==> src/rtl/cover_toggle_report_sched.sv <==
// Serialises a per-point toggle-coverage hit vector into one valid/ready report stream.
// Each point is reported at most once between resets, and the count of accepted reports is tracked.
module cover_toggle_report_sched #(
  parameter int               N           = 15,
  parameter int               IDX_W       = 64,
  parameter logic [IDX_W-1:0] COVER_INDEX = '0,
  parameter int               CNT_W       = 4
) (
  input  logic             clock,
  input  logic             reset,
  input  logic [N-1:0]     valid,
  output logic             out_valid,
  input  logic             out_ready,
  output logic [IDX_W-1:0] out_index,
  output logic [CNT_W-1:0] covered_count,
  output logic             all_covered
);

  localparam int PTR_W = (N > 1) ? $clog2(N) : 1;

  logic [N-1:0]     r_pending;
  logic [N-1:0]     r_issued;
  logic [PTR_W-1:0] r_ptr;
  logic             r_out_valid;
  logic [IDX_W-1:0] r_out_index;
  logic [CNT_W-1:0] r_count;

  logic             w_load;
  logic             w_found;
  logic [PTR_W-1:0] w_sel;
  logic [N-1:0]     w_clr;
  logic [N-1:0]     w_claimed;
  logic             w_accept;

  assign w_load    = ~r_out_valid | out_ready;
  assign w_accept  = r_out_valid & out_ready;
  assign w_claimed = r_pending | r_issued;

  // Round-robin search: first pending point at or after r_ptr, wrapping N-1 -> 0.
  always_comb begin
    w_found = 1'b0;
    w_sel   = '0;
    for (int unsigned k = 0; k < N; k++) begin
      int unsigned idx;
      idx = int'(r_ptr) + k;
      if (idx >= N) idx = idx - N;
      if (!w_found && r_pending[idx]) begin
        w_found = 1'b1;
        w_sel   = PTR_W'(idx);
      end
    end
  end

  always_comb begin
    w_clr = '0;
    if (w_load && w_found) w_clr[w_sel] = 1'b1;
  end

  always_ff @(posedge clock) begin
    if (reset) begin
      r_pending   <= '0;
      r_issued    <= '0;
      r_ptr       <= '0;
      r_out_valid <= 1'b0;
      r_out_index <= '0;
      r_count     <= '0;
    end else begin
      // Hits on already-claimed points (including the one loading now) are absorbed.
      r_pending <= (r_pending & ~w_clr) | (valid & ~w_claimed);
      r_issued  <= r_issued | w_clr;
      if (w_load) begin
        r_out_valid <= w_found;
        if (w_found) begin
          r_out_index <= COVER_INDEX + IDX_W'(w_sel);
          r_ptr       <= (int'(w_sel) == N - 1) ? '0 : w_sel + 1'b1;
        end
      end
      if (w_accept && (int'(r_count) < N)) r_count <= r_count + 1'b1;
    end
  end

  assign out_valid     = r_out_valid;
  assign out_index     = r_out_index;
  assign covered_count = r_count;
  assign all_covered   = (int'(r_count) == N);

endmodule

==> config.mk <==
export PLATFORM = sky130hd
export DESIGN_NAME = cover_toggle_report_sched
export DESIGN_NICKNAME = d
export VERILOG_FILES = /design/src/rtl/cover_toggle_report_sched.sv
export SDC_FILE = /design/constraint.sdc
export NUM_CORES = 1
export LEC_CHECK = 0
export CAP_MARGIN = 0
export CORE_UTILIZATION = 25
export CTS_CLUSTER_SIZE = 24
export DETAILED_ROUTE_END_ITERATION = 12
export SYNTH_ARGS = -nofsm -noshare
export SYNTH_HDL_FRONTEND = slang
export SYNTH_SLANG_ARGS = --single-unit
export TNS_END_PERCENT = 50
==> constraint.sdc <==
create_clock -name clock -period 6 [get_ports clock]
set_clock_uncertainty 0.2 [all_clocks]
set_input_delay 0.9 -clock clock [delete_from_list [all_inputs] [get_ports clock]]
set_output_delay 0.9 -clock clock [all_outputs]
set_load 0.05 [all_outputs]
## Word level (Yosys, flattened, before mapping)

Cells that the tools add are included.

- Register bits: 43
- Input port bits: 18
- Output and inout port bits: 70
- Logic and storage cells: 193

- $add $sub $neg: 31
- Order comparisons: 33
- Eq/ne operators: 2
- Multiplexer cells: 79
- Bitwise logic cells: 10
- Reductions and logical operators: 32

Operator list:

| kind | number |
|---|---|
| $lt 32x5->1 const B | 15 |
| $mux 32 | 15 |
| $sub 5x4->6 const B | 14 |
| $ge 5x4->1 const B | 14 |
| $mux 4 | 16 |
| $bmux 1 s4 | 15 |
| $or 15x15->15 | 3 |
| $add 4x4->5 const B | 7 |
| $mux 1 | 31 |
| $and 15x15->15 | 2 |
| $not 15->15 | 2 |
| $add 4x3->5 const B | 4 |
| $logic_and 1x1->1 | 17 |
| $mux 15 | 1 |
| $logic_not 1->1 | 14 |
| $add 4x2->5 const B | 2 |
| $add 4x1->4 const B | 2 |
| $add 4x1->5 const B | 1 |
| $lt 4x5->1 const B | 1 |
| $sub 4x4->5 const B | 1 |
| $demux 1 s4 | 1 |
| $eq 4x1->1 const B | 1 |
| $eq 4x2->1 const B | 1 |
| $ge 4x1->1 const B | 1 |
| 6 further kinds | 6 |

## Depth between registers and ports, before layout

Gate-level depths: netlist of the first run.

- Depth after elaboration: 55
- Mapped depth: 27
- Mapped depth without buffers: 16

## Worst setup path after synthesis of the first run

OpenSTA, ideal clock, no wires.

- Kind: reg2reg
- Start point: register r_ptr[0]
- End point: register r_issued[11]
- Library setup time: 0.115 ns
- Data arrival time: 5.528 ns
- Data required time: 5.685 ns
- Slack: 0.157 ns
- Cell stages (with the launch flop): 24
- Buffers on the path: 10
- Clock period less this slack: 5.843 ns
- Cell sequence: dfxtp_1 buf_6 inv_2 buf_2 buf_4 clkbuf_1 clkbuf_1 ha_1 buf_2 buf_2 buf_2 buf_2 mux2i_1 o32ai_1 o32ai_1 nand3_2 or3_1 buf_2 a2111o_1 a31oi_2 a21oi_1 and3_1 and3_1 o21ba_1

- Word-level cells in the longest chain between the ends: 53
- Elaborated cells between the ends (all ways): 155
- Classes of those cells: add/sub (29); order compare (17); mux (78); bitwise (1); reduce/logical (30)

RTL lines:

| what | RTL line | RTL |
|---|---|---|
| start: declaration | 23 | `logic [PTR_W-1:0] r_ptr;` |
| start signal: assignment | 75 | `r_ptr <= (int'(w_sel) == N - 1) ? '0 : w_sel + 1'b1;` |
| branches (longest 51 deep; another with $sub 5x4->6) | -- |  |
| $mux 15 * | 56 | `if (w_load && w_found) w_clr[w_sel] = 1'b1;` |
| $or 15x15->15 * | 70 | `r_issued <= r_issued \| w_clr;` |
| end signal: assignment | 70 |  |
| end: declaration | 22 | `logic [N-1:0] r_issued;` |

Every way passes the cells marked *. The select of a mux whose other input is x is not followed.
A chain may end at the register's enable or synchronous reset.

## Final worst setup path of the first run

- Start point: register r_ptr[0]
- End point: register r_pending[8]

- Word-level cells in the longest chain between the ends: 55
- Elaborated cells between the ends (all ways): 157
- Classes of those cells: add/sub (29); order compare (17); mux (78); bitwise (3); reduce/logical (30)

RTL lines:

| what | RTL line | RTL |
|---|---|---|
| branches (longest 51 deep; another with $sub 5x4->6) | -- |  |
| $mux 15 * | 56 |  |
| $not 15->15 * | 69 | `r_pending <= (r_pending & ~w_clr) \| (valid & ~w_claimed);` |
| $and 15x15->15 * | 69 |  |
| $or 15x15->15 * | 69 |  |
| end signal: assignment | 69 |  |
| end: declaration | 21 | `logic [N-1:0] r_pending;` |

Marked as above.

==> results of run 1 <==
cells in the final DEF (no fill, tap or decap), types with 33 or more instances in the layout:
cell type  count
o21ai_0       72
nand2b_1      43
buf_4        101
a211oi_1      34
nand2_1       94
conb_1        60
nor2_1        95
dfxtp_1       40
mux2i_1       51
inv_1         34
nand3_1       33
xnor2_1       36
nor3_1        39
a21oi_1      106
layout make-up:
class | count | share of cell area
Clock buffer | 6 | 0.01302
Clock inverter | 2 | 0.001407
Inverter | 36 | 0.01266
Multi-Input combinational cell | 1155 | 0.7335
Sequential cell | 43 | 0.08126
Tap cell | 511 | 0.05992
Timing Repair Buffer | 129 | 0.09827
worst max path at each step:
stage                        end  slack, ns  depth (start not counted)
floorplan           r_issued[11]       0.16                         23
global placement    r_pending[3]       0.19                         16
detailed placement  r_pending[3]       0.28                         16
CTS                 r_pending[3]       0.22                         16
global route        r_pending[0]       0.04                         17
finish              r_pending[8]       0.28                         17
timing repair:
action	CTS	global route
setup buffers	0	2
endpoints found under the setup margin	0	15
resized for setup	0	5
kinds of logic after synthesis:
family | share of synthesized area
AO/OA/AOI/OAI | 0.3815
AND/OR/NAND/NOR | 0.2457
buffers and inverters | 0.1315
multiplexers | 0.08606
XOR/XNOR | 0.04451
flip-flops | 0.08850
adder cells (fa/ha/maj) | 0.02187
other | 0.0003855
through the flow:
step,cells,cell area [µm²],setup WS (ns)
floorplan,1427,9948,0.1571
global placement,1872,10490,0.1913
detailed placement,1872,10490,0.2787
CTS,1880,10640,0.2179
global route,1882,10670,0.04069
finish,1882,10670,0.2775
routing by layer:
layer,wire length [µm],GRT usage,vias to the layer above
met1,17430,0.2896,5516
met2,18140,0.3117,851
li1,-,-,5097
met4,2210,0.1034,2
met3,5267,0.03865,160
met5,13,0,-
worst max-delay path: cells and delay by family (launching register included):
| family | cells | cell delay (ns) |
|---|---|---|
| buffers and inverters | 3 | 1.19 |
| AND/OR/NAND/NOR | 8 | 2.28 |
| flip-flops | 1 | 0.42 |
| AO/OA/AOI/OAI | 6 | 1.46 |
state kept, by name (all words and copies together), names as in the netlist:
name,count
covered_count,4
r_ptr,4
r_issued,15
r_pending,15
out_index,4
out_valid,1
==> summary.md, run 1 <==
| Metric | Value |
|---|---|
| Status | `completed` |
| Crit path top cell by count | `buf_4` |
| Top cell type's share of synthesized area | `0.08850` |
| Die Wd | `199.3 µm` |
| Vias in the first global route | `10530` |
| Clock transition at path regs | `0.06 ns` |
| Syn-to-layout area delta | `9.699%` |
| Number of diodes | `0` |
| Fin crit period | `5.722 ns` |
| Critical R2R Launch | `r_ptr[0]` |
| RR Endpoint | `r_pending[8]` |
| Sequential cell area | `867.1 µm²` |
| Final period util | `0.9537` |
| IO Pins | `88` |
| Die Height | `199.3 µm` |
| Clock root cell | `clkbuf_16` |
| Vias after detailed routing | `11630` |
| Post-detailed-route count of antenna-violating nets | `0` |
| Iteration-0 DRC Markers | `1569` |
| Final core occ | `0.2813` |
| Max Cap Viol | `0` |
| Crit start category | `flip-flop` |
| Crit path from | `r_ptr[0]` |
| CP max FO | `49` |
| Grt ovf | `0` |
| Hold Startpoint | `r_issued[10]` |
| First-pass GRT wire length | `64.58 mm` |
| Final Setup Violations | `0` |
| Clk buf depth | `2` |
| CP peak stage delay | `0.56 ns` |
| Syn_area_per_cell | `7.110 µm²` |
| Sink Count | `43` |
| DRC viols | `0` |
| Main synth FF type | `dfxtp_1` |
| Layout Nets | `1405` |
| 1st-pass router iterations | `6` |
| Final Hold Viols | `0` |
| CP Class | `reg2reg` |
| CTS tree | `built` |
| Unique masters post-synth | `109` |
| Share of cells above drive strength 1 | `0.1342` |
| Slew margin rel. | `0.3087` |
| WL per Instance | `22.88 µm` |
| Most numerous cell in the Yosys netlist | `a21oi_1` |
| Cell count after synthesis | `1368` |
| Largest net degree at the start of global routing | `67` |
| Area leader, netlist | `dfxtp_1` |
| Post-Syn Area | `0.009727 mm²` |
| Htree depth | `2` |
| Row count | `71` |
| Crit end category | `flip-flop` |
| TritonCTS Buffers | `5` |
| Tot GR Track Use | `0.2104` |
| Via-per-instance ratio | `6.177` |
| Crit-path slowest cell | `or3_1` |
| Synthesis-stage register bit count | `43` |
| DP Wirelength | `32.06 mm` |
| Worst-skew pair later-pin latency | `0.28 ns` |
| Final Hold Slack | `0.2533 ns` |
| Reg2reg path depth | `17` |
| Critical path cell sequence | `buf_4 > buf_4 > a32oi_1 > nand2_1 > and2_1 > o211ai_1 > a22o_1 > nand2b_1 > or3_1 > or3_1 > buf_4 > a2111o_1 > a31oi_2 > a21oi_1 > nor3_4 > and3_1 > nor3_1` |
| Max Freq | `0.1747 GHz` |
| R2R Setup Slk | `0.28 ns` |
| Post-synthesis sequential area ratio | `0.08850` |
| Pins over their slew limit | `0` |
| DRT Wirelength | `43.06 mm` |
| Post-synth EDFFs | `0` |
| FILL cells | `4181` |
| Gpl congestion | `1.067` |
| Core footprint | `0.03793 mm²` |
| RSZ-0062 raised after global routing | `false` |
| Synth Warn # | `0` |
| Slew @ Worst Pin | `1.036 ns` |
| Setup Total Neg Slack | `0 ns` |
| Cts hold-fix bufs | `0` |
| Area of the multi-input gates | `0.007826 mm²` |
| WHS Path Cells | `2` |
| Post-synth ARST share | `0` |
| WHS Endpoint | `r_issued[10]` |
| Dominant cells by area after synthesis | `dfxtp_1, buf_4, a21oi_1` |
| CP required | `5.96 ns` |
| Die area | `0.03970 mm²` |
| Initial antenna violation count | `2` |
| Worst Hold Class | `reg2reg` |
| Port Buf Inserts | `27` |
| Initial core utilization | `0.2564` |
| Worst Path Arrival | `5.68 ns` |
| Post-synth top cells | `a21oi_1, nor2_1, nand2_1` |
Power of run 1 is left out: the tool's default activity adds up to more than one toggle a clock period on the data nets, which glitch-free logic cannot reach.
==> run 2: changes to the inputs <==
Settings changed: PLACE_DENSITY_LB_ADDON set to 0.08, TNS_END_PERCENT 50 to 5.
==> summary.md, run 2 (synthesized netlist as in run 1, its figures left out) <==
| Metric | Value |
|---|---|
| R2R Setup Slk | `0.34 ns (was 0.28 ns)` |
| Post-detailed-route count of antenna-violating nets | `0 (unchanged)` |
| Layout Nets | `1421 (was 1405)` |
| Gpl congestion | `0.9549 (was 1.067)` |
| Core footprint | `0.03793 mm² (unchanged)` |
| 1st-pass router iterations | `7 (was 6)` |
| Worst Path Arrival | `5.60 ns (was 5.68 ns)` |
| CTS tree | `built (unchanged)` |
| Number of diodes | `0 (unchanged)` |
| Placed cell area | `0.01066 mm² (was 0.01049 mm²)` |
| Vias in the first global route | `10690 (was 10530)` |
| DP Wirelength | `37.64 mm (was 32.06 mm)` |
| Final core occ | `0.2856 (was 0.2813)` |
| Syn-to-layout area delta | `11.38% (was 9.699%)` |
| Share of cells above drive strength 1 | `0.1435 (was 0.1342)` |
| CP max FO | `11 (was 49)` |
| FILL cells | `4261 (was 4181)` |
| CP Class | `reg2reg (unchanged)` |
| Status | `completed (unchanged)` |
| Final Hold Viols | `0 (unchanged)` |
| Design area | `0.01083 mm² (was 0.01067 mm²)` |
| Fin crit period | `5.656 ns (was 5.722 ns)` |
| Die Wd | `199.3 µm (unchanged)` |
| Max Cap Viol | `0 (unchanged)` |
| CP required | `5.95 ns (was 5.96 ns)` |
| Grt ovf | `0 (unchanged)` |
| Slew margin rel. | `0.3019 (was 0.3087)` |
| Crit start category | `flip-flop (unchanged)` |
| Clock root cell | `clkbuf_16 (unchanged)` |
| Iteration-0 DRC Markers | `1011 (was 1569)` |
| Via-per-instance ratio | `5.926 (was 6.177)` |
| Setup Total Neg Slack | `0 ns (unchanged)` |
| Largest regs | `r_issued: 15 flops, r_pending: 15 flops (unchanged)` |
| RSZ-0062 raised after global routing | `false (unchanged)` |
| Sequential cell area | `867.1 µm² (unchanged)` |
| Clock transition at path regs | `0.06 ns (about the same)` |
| Port Buf Inserts | `27 (unchanged)` |
| Row count | `71 (unchanged)` |
| DRC viols | `0 (unchanged)` |
| Worst Hold Class | `reg2reg (unchanged)` |
| Worst-skew pair later-pin latency | `0.28 ns (about the same)` |
| First-pass GRT wire length | `73.36 mm (was 64.58 mm)` |
| Max Freq | `0.1768 GHz (was 0.1747 GHz)` |
| DRT Wirelength | `49.93 mm (was 43.06 mm)` |
| Final period util | `0.9426 (was 0.9537)` |
| Tot GR Track Use | `0.2486 (was 0.2104)` |
| TritonCTS Buffers | `5 (unchanged)` |
| Clk buf depth | `2 (unchanged)` |
| IO Pins | `88 (unchanged)` |
| Pins over their slew limit | `0 (unchanged)` |
| Htree depth | `2 (unchanged)` |
| Initial antenna violation count | `0 (was 2)` |
| Die Height | `199.3 µm (unchanged)` |
| Vias after detailed routing | `11250 (was 11630)` |
| Die area | `0.03970 mm² (unchanged)` |
| Area of the multi-input gates | `0.007849 mm² (was 0.007826 mm²)` |
| Initial core utilization | `0.2564 (unchanged)` |
| Final Setup Violations | `0 (unchanged)` |
| Slew @ Worst Pin | `1.046 ns (was 1.036 ns)` |
| Crit end category | `flip-flop (unchanged)` |
| WL per Instance | `26.31 µm (was 22.88 µm)` |
| Sink Count | `43 (unchanged)` |
| Largest net degree at the start of global routing | `81 (was 67)` |
| Most frequent cells in the layout | `buf_4, a21oi_1, nor2_1 (was a21oi_1, buf_4, nor2_1)` |
| Commonest non-fill, non-tap cell in the layout | `buf_4 (was a21oi_1)` |
## run 2: cell types whose count changed in the layout (fill, tap and decap cells not counted), moves of 2 or more
cell | previous run | this run
ha_4 | 0 | 2
buf_4 | 101 | 114
ha_1 | 15 | 13
clkbuf_1 | 0 | 2
buf_12 | 1 | 4
## run 2: area by class of cell
class / instances / share of cell area
clock inverter: 1 / 0.0004619
clock buffer: 7 / 0.01224
sequential: 43 / 0.08003
multi-input combinational: 1155 / 0.7245
tap: 511 / 0.05901
timing repair buffer: 145 / 0.1113
inverter: 36 / 0.01247
## run 2: metal layers
| layer | up-vias | track usage | routed length (µm) |
|---|---|---|---|
| li1 | 5117 | - | - |
| met1 | 5572 | 0.3441 | 22570 |
| met2 | 480 | 0.4060 | 22870 |
| met3 | 78 | 0.02042 | 2942 |
| met4 | 0 | 0.07578 | 1546 |
| met5 | - | 0 | 0 |
## run 2: worst max-delay path, stage by stage, from the launching register on
cell	delay (ns)
dfxtp_1	0.37
inv_1	0.22
ha_1	0.51
buf_4	0.24
nand2b_1	0.25
o21ai_1	0.17
buf_4	0.20
nor2_1	0.08
a221o_1	0.39
o311ai_0	0.31
buf_4	0.21
nand2b_1	0.18
nand4b_1	0.41
nor4_4	0.39
buf_4	0.20
nand2_1	0.08
o22a_1	0.18
o21ai_1	0.08
buf_4	0.21
and3_1	0.30
nor3b_2	0.25
nor3_1	0.08
## run 2: final timing paths
| path | startpoint | to | depth (start not counted) |
|---|---|---|---|
| worst max register to register | r_ptr[1] | r_pending[3] | 21 |
| worst min-delay path | r_issued[10] | r_issued[10] | 2 |
| worst min register to register | r_issued[10] | r_issued[10] | 2 |
| worst max-delay path | r_ptr[1] | r_pending[3] | 21 |
## run 2: per-stage QoR
stage / hold slack [ns] / instances / setup slack, ns
2_1_floorplan: 0.2280 / 1427 / 0.1571
3_3_place_gp: 0.2412 / 1890 / 0.2662
3_5_place_dp: 0.2496 / 1890 / 0.2666
4_1_cts: 0.2578 / 1898 / 0.2476
5_1_grt: 0.2884 / 1898 / 0.05730
6_report: 0.2550 / 1898 / 0.3442
## run 2: repair_timing
action | in CTS | in global routing
hold buffers | 0 | 0
resized for setup | 0 | 5
endpoints found under the setup margin | 0 | 12
setup buffers | 0 | 0
Power of run 2 is left out for the same reason.
